==> src/rtl/reg_scoreboard_if.sv <==
// Bundle of the ID-stage scoreboard signals: issue, write-back, operand query
// and status. The pipeline side drives through "master"; the scoreboard
// receives through "slave".
interface reg_scoreboard_if #(
  parameter int REG_COUNT = 16,
  parameter int ID_W      = 4
);

  // Issue port: a register-writing instruction leaves ID
  logic                 issueEn;
  logic [ID_W-1:0]      issueDest;
  logic                 issueMemRead;

  // Write-back port: WB commits a register write
  logic                 wbEn;
  logic [ID_W-1:0]      wbDest;

  // Pipeline control
  logic                 freeze;
  logic                 forwardEn;

  // Operand query from the instruction sitting in ID
  logic [ID_W-1:0]      src1;
  logic [ID_W-1:0]      src2;
  logic                 twoSrc;

  // Status back to the pipeline
  logic                 hazard;
  logic [REG_COUNT-1:0] pending;
  logic                 overflow;
  logic                 underflow;

  modport master (
    output issueEn, issueDest, issueMemRead,
    output wbEn, wbDest,
    output freeze, forwardEn,
    output src1, src2, twoSrc,
    input  hazard, pending, overflow, underflow
  );

  modport slave (
    input  issueEn, issueDest, issueMemRead,
    input  wbEn, wbDest,
    input  freeze, forwardEn,
    input  src1, src2, twoSrc,
    output hazard, pending, overflow, underflow
  );

endinterface

==> src/rtl/reg_scoreboard.sv <==
// Register scoreboard for the ID stage. Keeps a small saturating count of
// in-flight writes per architectural register plus a one-entry tracker of the
// load currently in EX, and from these raises the ID/IF stall. With
// forwarding only a load-use pair stalls; without it any uncommitted write to
// a source register stalls, except a write committing this very cycle, which
// the register file bypasses.
module reg_scoreboard #(
  parameter int REG_COUNT = 16,
  parameter int ID_W      = 4,
  parameter int CNT_W     = 2
) (
  input logic             clk,
  input logic             rst,
  reg_scoreboard_if.slave sb
);

  localparam logic [CNT_W-1:0] CNT_ZERO = '0;
  localparam logic [CNT_W-1:0] CNT_ONE  = CNT_W'(1);
  localparam logic [CNT_W-1:0] CNT_MAX  = '1;

  // Per-register pending-write counters
  logic [CNT_W-1:0] cnt_q [REG_COUNT];
  logic [CNT_W-1:0] cnt_d [REG_COUNT];

  // Sticky error flags
  logic overflow_q,  overflow_d;
  logic underflow_q, underflow_d;

  // One-entry tracker for the load in EX
  logic            ld_valid_q, ld_valid_d;
  logic [ID_W-1:0] ld_dest_q,  ld_dest_d;

  // Per-register decodes
  logic [REG_COUNT-1:0] inc_vec;
  logic [REG_COUNT-1:0] dec_vec;
  logic [REG_COUNT-1:0] src1_sel;
  logic [REG_COUNT-1:0] src2_sel;
  logic [REG_COUNT-1:0] eff_pend;
  logic [REG_COUNT-1:0] pending_vec;

  logic src1_pend;
  logic src2_pend;
  logic ld_hit;
  logic hazard;

  // Decode issue, write-back and operand register ids into one-hot vectors
  always_comb begin
    // NOTE: every signal written here gets a value before any condition, so no
    // path through the block leaves it unassigned and no latch is inferred.
    inc_vec  = '0;
    dec_vec  = '0;
    src1_sel = '0;
    src2_sel = '0;
    for (int i = 0; i < REG_COUNT; i++) begin
      inc_vec[i]  = sb.issueEn && (sb.issueDest == ID_W'(i));
      dec_vec[i]  = sb.wbEn    && (sb.wbDest    == ID_W'(i));
      src1_sel[i] = (sb.src1 == ID_W'(i));
      src2_sel[i] = (sb.src2 == ID_W'(i));
    end
  end

  // Counter next state: saturate on overflow, hold at zero on underflow
  always_comb begin
    overflow_d  = overflow_q;
    underflow_d = underflow_q;
    for (int i = 0; i < REG_COUNT; i++) begin
      cnt_d[i] = cnt_q[i];
      unique case ({inc_vec[i], dec_vec[i]})
        2'b10: begin
          if (cnt_q[i] == CNT_MAX) overflow_d = 1'b1;
          else                     cnt_d[i]   = cnt_q[i] + CNT_ONE;
        end
        2'b01: begin
          if (cnt_q[i] == CNT_ZERO) underflow_d = 1'b1;
          else                      cnt_d[i]    = cnt_q[i] - CNT_ONE;
        end
        // Issue and retire to the same register cancel out
        default: ;
      endcase
    end
  end

  // Load tracker next state: follows the issue port unless the pipe is frozen
  always_comb begin
    ld_valid_d = ld_valid_q;
    ld_dest_d  = ld_dest_q;
    if (!sb.freeze) begin
      ld_valid_d = sb.issueEn && sb.issueMemRead;
      ld_dest_d  = sb.issueDest;
    end
  end

  // Effective pending: a last write committing this cycle is already visible
  always_comb begin
    eff_pend    = '0;
    pending_vec = '0;
    for (int i = 0; i < REG_COUNT; i++) begin
      pending_vec[i] = (cnt_q[i] != CNT_ZERO);
      eff_pend[i]    = pending_vec[i] && !(dec_vec[i] && (cnt_q[i] == CNT_ONE));
    end
  end

  // Stall decision for the instruction in ID, zero latency
  always_comb begin
    src1_pend = |(eff_pend & src1_sel);
    src2_pend = |(eff_pend & src2_sel);
    ld_hit    = ld_valid_q &&
                ((ld_dest_q == sb.src1) || (sb.twoSrc && (ld_dest_q == sb.src2)));
    if (sb.forwardEn) hazard = ld_hit;
    else              hazard = src1_pend || (sb.twoSrc && src2_pend);
  end

  // State registers; reset clears everything at once, independent of clk
  always_ff @(posedge clk or posedge rst) begin
    if (rst) begin
      // NOTE: the counter array is reset like any other flop because it holds
      // live pipeline state; a data RAM would normally be left unreset.
      for (int i = 0; i < REG_COUNT; i++) cnt_q[i] <= CNT_ZERO;
      overflow_q  <= 1'b0;
      underflow_q <= 1'b0;
      ld_valid_q  <= 1'b0;
      ld_dest_q   <= '0;
    end else begin
      // NOTE: non-blocking assignments make every flop sample its _d value
      // from before the edge, whatever order the statements appear in.
      for (int i = 0; i < REG_COUNT; i++) cnt_q[i] <= cnt_d[i];
      overflow_q  <= overflow_d;
      underflow_q <= underflow_d;
      ld_valid_q  <= ld_valid_d;
      ld_dest_q   <= ld_dest_d;
    end
  end

  assign sb.hazard    = hazard;
  assign sb.pending   = pending_vec;
  assign sb.overflow  = overflow_q;
  assign sb.underflow = underflow_q;

endmodule

==> src/flat_wrapper.sv <==
// flat-port wrapper written by rule: the top's interface ports become plain ports
module reg_scoreboard_flat 
#(
  parameter int REG_COUNT = 16,
  parameter int ID_W      = 4,
  parameter int CNT_W     = 2
)
  (clk, rst, sb_issueEn, sb_issueDest, sb_issueMemRead, sb_wbEn, sb_wbDest, sb_freeze, sb_forwardEn, sb_src1, sb_src2, sb_twoSrc, sb_hazard, sb_pending, sb_overflow, sb_underflow);
  reg_scoreboard_if #(.REG_COUNT(REG_COUNT), .ID_W(ID_W)) sb_i ();
  input logic clk;
  input logic rst;
  input wire logic [$bits(sb_i.issueEn)-1:0] sb_issueEn;
  input wire logic [$bits(sb_i.issueDest)-1:0] sb_issueDest;
  input wire logic [$bits(sb_i.issueMemRead)-1:0] sb_issueMemRead;
  input wire logic [$bits(sb_i.wbEn)-1:0] sb_wbEn;
  input wire logic [$bits(sb_i.wbDest)-1:0] sb_wbDest;
  input wire logic [$bits(sb_i.freeze)-1:0] sb_freeze;
  input wire logic [$bits(sb_i.forwardEn)-1:0] sb_forwardEn;
  input wire logic [$bits(sb_i.src1)-1:0] sb_src1;
  input wire logic [$bits(sb_i.src2)-1:0] sb_src2;
  input wire logic [$bits(sb_i.twoSrc)-1:0] sb_twoSrc;
  output wire logic [$bits(sb_i.hazard)-1:0] sb_hazard;
  output wire logic [$bits(sb_i.pending)-1:0] sb_pending;
  output wire logic [$bits(sb_i.overflow)-1:0] sb_overflow;
  output wire logic [$bits(sb_i.underflow)-1:0] sb_underflow;
  assign sb_i.issueEn = sb_issueEn;
  assign sb_i.issueDest = sb_issueDest;
  assign sb_i.issueMemRead = sb_issueMemRead;
  assign sb_i.wbEn = sb_wbEn;
  assign sb_i.wbDest = sb_wbDest;
  assign sb_i.freeze = sb_freeze;
  assign sb_i.forwardEn = sb_forwardEn;
  assign sb_i.src1 = sb_src1;
  assign sb_i.src2 = sb_src2;
  assign sb_i.twoSrc = sb_twoSrc;
  assign sb_hazard = sb_i.hazard;
  assign sb_pending = sb_i.pending;
  assign sb_overflow = sb_i.overflow;
  assign sb_underflow = sb_i.underflow;
  reg_scoreboard #(.REG_COUNT(REG_COUNT), .ID_W(ID_W), .CNT_W(CNT_W)) u_core (.clk(clk), .rst(rst), .sb(sb_i));
endmodule
==> config.mk <==
export PLATFORM = sky130hd
export DESIGN_NAME = reg_scoreboard_flat
export DESIGN_NICKNAME = d
export VERILOG_FILES = /design/src/rtl/reg_scoreboard_if.sv /design/src/rtl/reg_scoreboard.sv /design/src/flat_wrapper.sv
export SDC_FILE = /design/constraint.sdc
export NUM_CORES = 1
export LEC_CHECK = 0
export BUFFER_PORTS_ARGS = -buffer_cell sky130_fd_sc_hd__buf_4
export CAP_MARGIN = 20
export CORE_MARGIN = 8
export CORE_UTILIZATION = 60
export CTS_CLUSTER_SIZE = 20
export DETAILED_ROUTE_END_ITERATION = 8
export PLACE_DENSITY = 0.81
export SYNTH_ARGS = -nofsm -noshare
export SYNTH_HDL_FRONTEND = slang
export SYNTH_SLANG_ARGS = --single-unit
==> constraint.sdc <==
create_clock -name clk -period 3.95 [get_ports clk]
set_input_delay 0.1975 -clock clk [delete_from_list [all_inputs] [get_ports clk]]
set_output_delay 0.1975 -clock clk [all_outputs]
set_load 0.1 [all_outputs]
Yosys cells after proc, flatten, opt, wreduce, memory -nomap -nowiden
Cells that the tools add are included.

operators by class
  add/sub/neg operators = 32
  multiply operators = 0
  divide/modulo/power cells = 0
  order comparisons = 0
  equality and inequality tests = 158
  shifts and indexed selects = 0
  multiplexer cells = 113
  bitwise operators = 2
  reductions and logical operators = 156

operators with widths
  operator               number
  $eq A4 B4 Y1 const B   32
  $logic_and A1 B1 Y1    68
  $mux W1                65
  $eq A2 B1 Y1 const B   32
  $eq A2 B2 Y1 const B   32
  $eq A4 B3 Y1 const B   16
  $mux W2                32
  $ne A2 B2 Y1 const B   32
  $pmux W2 S2            16
  $reduce_bool A2 Y1     32
  $reduce_and A3 Y1      16
  $add A2 B1 Y2 const B  16
  $and A16 B16 Y16       2
  $eq A4 B2 Y1 const B   8
  $logic_not A2 Y1       16
  $reduce_or A16 Y1      2
  $sub A2 B1 Y2 const B  16
  $eq A4 B1 Y1 const B   4
  $logic_not A1 Y1       16
  $logic_not A4 Y1       4
  $eq A4 B4 Y1           2
  $logic_or A1 B1 Y1     2

storage, ports and cells
  register bits = 39
  bits in latches = 0
  RAM bits = 0
  ROM bits = 0
  word-level logic and storage cells = 481
  memories = 0

Longest topological paths before layout
  depth after elaboration = 34
  gate-level depth with buffers = 9
  mapped depth without buffers = 9

Least setup slack after synthesis
Ideal clock, no wire load.

  path type = flip-flop to output port
  start = register u_core.cnt_q[30] in the netlist's numbering
  end = output port sb_hazard
  arrival = 3.376 ns
  path slack = 0.376 ns
  stages on the path, launching flop included = 8
  cells stage by stage = dfrtp_1 > inv_1 > ha_1 > inv_1 > nand4b_1 > a31oi_1 > o41ai_1 > a41oi_1

RTL lines
  element                RTL line               text
  start: declaration     reg_scoreboard.sv:22   logic [CNT_W-1:0] cnt_q [REG_COUNT];
  $reduce_bool A2 Y1 *   reg_scoreboard.sv:98   pending_vec[i] = (cnt_q[i] != CNT_ZERO);
  net sb_pending[0]      flat_wrapper.sv:23     output wire logic [$bits(sb_i.pending)-1:0] sb_pending;
  $logic_and A1 B1 Y1 *  reg_scoreboard.sv:99   eff_pend[i] = pending_vec[i] && !(dec_vec[i] && (cnt_q[i] == CNT_ONE));
  $and A16 B16 Y16       reg_scoreboard.sv:106  src2_pend = |(eff_pend & src2_sel);
  $reduce_or A16 Y1      reg_scoreboard.sv:106
  $logic_and A1 B1 Y1    reg_scoreboard.sv:110  else hazard = src1_pend || (sb.twoSrc && src2_pend);
  $logic_or A1 B1 Y1 *   reg_scoreboard.sv:110
  $mux W1 *              reg_scoreboard.sv:109  if (sb.forwardEn) hazard = ld_hit;
  end: declaration       flat_wrapper.sv:22     output wire logic [$bits(sb_i.hazard)-1:0] sb_hazard;

The timed path passes the listed nets; every way through them passes the cells marked *.

Worst setup path in the final report
  start = register u_core.cnt_q[24] in the netlist's numbering
  end = output port sb_hazard

between the ends
  cells in the longest elaborated chain, start to end = 9

ends and longest elaborated chain
  element                RTL line
  $eq A2 B1 Y1           reg_scoreboard.sv:99
  $logic_and A1 B1 Y1    reg_scoreboard.sv:99
  $logic_not A1 Y1       reg_scoreboard.sv:99
  $logic_and A1 B1 Y1 *  reg_scoreboard.sv:99
  $and A16 B16 Y16       reg_scoreboard.sv:106
  $reduce_or A16 Y1      reg_scoreboard.sv:106
  $logic_and A1 B1 Y1    reg_scoreboard.sv:110
  $logic_or A1 B1 Y1 *   reg_scoreboard.sv:110
  $mux W1 *              reg_scoreboard.sv:109

Mark *: on every way between the ends. The rest lies on a longest branch, timed or not.

==> flow_summary_export.csv <==
group,metric,value,unit
floorplanning,io_pins,43,
logic_synthesis,synth_common_cells,"inv_1 (76), ha_1 (72), dfrtp_1 (39), nand2_1 (39), nor3_1 (24)",
logic_synthesis,synthSimpleGateAreaFrac,18.33,%
critical_path,crit_type,"flip-flop to primary output",
clock_tree,cts_made_buffers,5,
min_path,hold_path_class,"primary input to asynchronous set/reset pin",
clock_tree,cts_resized,0,
routing,drc_errors,0,
logic_synthesis,synth_most_common_cell,"inv_1",
clock_tree,cts.htree.levels,2,
floorplanning,initial_utilization,61.06,%
clock_tree,hold_buffers,0,
grt,grt_usage,23.22,%
timing,slew_headroom,48.94,%
routing,first_iter_violations,330,
routing,viasPerCell,6.243,
floorplanning,core,6719,um^2
final_layout,drive_gt1_share,12.12,%
logic_synthesis,synth_edf_count,0,
grt,grt_max_degree,40,
logic_synthesis,netlist-cell-type-count,60,
routing,via_count,3746,
clock_tree,root_buffer,"clkbuf_8",
power,vdd_ir_drop_max,454.6,uV
critical_path,critPathMaxFanout,4,
placement,hpwlAfterDp,8673,um
timing,min_period,2625,ps
grt,gr-total-overflow,0,
power,total_power,2.900,mW
logic_synthesis,yosysSeqAreaShare,23.79,%
floorplanning,fp.dieH,98.69,um
floorplanning,row_count,30,
final_layout,layout.nets,615,
grt,antenna_found_initial,0,
grt,grt_pass1_vias,3837,
routing,drt_pass1_iterations,5,
power,p_per_area,637.7,nW/um^2
logic_synthesis,ys_seq_elements,39,
clock_tree,cts_tree,"built",
placement,gp_congestion,0.9154,
timing,timing.final.crit_share,66.45,%
clock_tree,clk_path_buf_depth,2,
logic_synthesis,synth_top_area_share,23.79,%
floorplanning,dieArea,9740,um^2
logic_synthesis,synth-compound-area-share,19.30,%
critical_path,path_cells,"inv_1 -> ha_1 -> a31oi_1 -> mux2i_1 -> a311oi_1 -> nand2_1 -> a41oi_1 -> buf_4",
timing,fin_skew,8.478,ps
critical_path,endpoint_kind,"primary output",
logic_synthesis,synth_xor_area_share,5.124,%
logic_synthesis,synth.cell_area,4103,um^2
timing,rsz0062_at_grt,"false",
clock_tree,cts.clk_slew.worst_paths,90,ps
critical_path,path_delay_family,"compound AO/OA/AOI/OAI gates",
critical_path,start_kind,"flip-flop",
final_layout,diodes,0,
critical_path,worst_path_largest_cell_delay,390,ps
critical_path,worstPathArrival,2430,ps
clock_tree,postCtsSetupBuffers,0,
routing,wl_per_cell,18.14,um
timing,hold_slack,14.57,ps
status,status,"completed",
timing,timing.fmax,381.0,MHz
logic_synthesis,postSynthCellCount,483,
logic_synthesis,synth_top_family_by_area,"adder cells",
clock_tree,cts_sinks,39,
critical_path,cp.required,3750,ps
critical_path,worst-path-buf-inv,2,
timing,fin_setup_tns,0,ps
logic_synthesis,syn_area_per_cell,8.494,um^2
timing,hold_viol_final,0,
grt,grt_pass1_wl,18450,um
logic_synthesis,synth_area_leader_cell,"dfrtp_1",
routing,antenna_left,0,
logic_synthesis,synthTopCellsByArea,"dfrtp_1 (24%), ha_1 (22%), inv_1 (7.0%)",
placement,portBuffers,42,
logic_synthesis,synthAdderAreaFrac,21.96,%
critical_path,slowest_stage,"dfrtp_1",
logic_synthesis,synth_mux_area_share,2.653,%
logic_synthesis,async_flop_share,100.0,%
run,drv_cap,0,
routing,drt_wl_total,10880,um
timing,setup_violations,0,
logic_synthesis,yosysWarnings,0,
timing,slew_violations,0,
logic_synthesis,synth_nets,579,
clock_tree,clk_latency,300,ps
power,p_leak,2.227,nW
timing,worst_slew_pin_slew,764.4,ps
final_layout,syn_to_final_growth,10.86,%
logic_synthesis,synth_ff_type,"dfrtp_1",
floorplanning,die_w,98.69,um
## cells in the final DEF, fill, tap and decap left out, types with 11 or more instances in the layout
| master | instances |
|---|---|
| nand3b_1 | 13 |
| a21o_1 | 12 |
| a221oi_1 | 15 |
| a31oi_1 | 20 |
| nor3_1 | 24 |
| nand2_1 | 39 |
| a21oi_1 | 16 |
| dfrtp_1 | 39 |
| o21ai_0 | 11 |
| xnor2_1 | 18 |
| buf_4 | 43 |
| inv_1 | 76 |
| nand3_1 | 13 |
| ha_1 | 72 |
## area by class of cell
class	count	area, um^2
inverters	76	285.3
flip-flops and latches	39	975.9
well taps	80	100.1
clock buffers	8	100.1
multi-input cells	354	2764
fillers	558	2171
repair buffers	43	322.8
## worst min-delay path: stages
cell and delay, ps:
buf_4 100, inv_1 40, buf_4 440
## sequential cells by signal (all words and copies together) (netlist names)
name,cells
u_core.sb.overflow,1
u_core.sb.underflow,1
u_core.cnt_q,32
u_core.ld_valid_q,1
u_core.ld_dest_q,4
## routing by layer
metal  vias to the layer above  global-route usage (%)  share of wire, %
met3                        27                   5.074               6.7
li1                       1801                       -                 -
met4                         0                   10.04               2.7
met5                         -                       0                 0
met2                       131                   38.20                46
met1                      1787                   28.49                44
## path summary, 6_finish.rpt
check	from	to	slack (ps)	cells after the start
max in group asynchronous	rst	u_core.ld_dest_q[1]	3530	3
hold / removal	rst	u_core.cnt_q[18]	10	3
min in group clk	sb_freeze	u_core.ld_valid_q	140	2
setup reg to reg	u_core.cnt_q[21]	u_core.sb.underflow	2010	6
hold reg to reg	u_core.ld_valid_q	u_core.ld_valid_q	540	2
setup / recovery	u_core.cnt_q[24]	sb_hazard	1330	8
## where the power goes
group	switching [mW]	leakage, nW	internal, mW
Combinational	1.29	1.73	0.560
Sequential	0.162	0.441	0.571
Clock	0.161	0.0515	0.160
## cell families after synthesis
group,after synthesis
adders and majority gates,72
AOI/OAI and AO/OA,112
xor gates and xnor gates,24
buffers and inverters,90
muxes,9
DFF,39
and+or+nand+nor,137
## metrics by stage
stage / utilization, % / setup slack, ps / std cells / instance area (um^2)
2_1_floorplan: - / 376.5 / 483 / 4103
3_3_place_gp: 66.20 / 1440 / 592 / 4448
3_5_place_dp: 66.20 / 1439 / 592 / 4448
4_1_cts: 67.69 / 1336 / 600 / 4548
5_1_grt: 67.69 / 1130 / 600 / 4548
6_report: 67.69 / 1325 / 600 / 4548
Note: power is estimated with default switching activity, not from simulation.
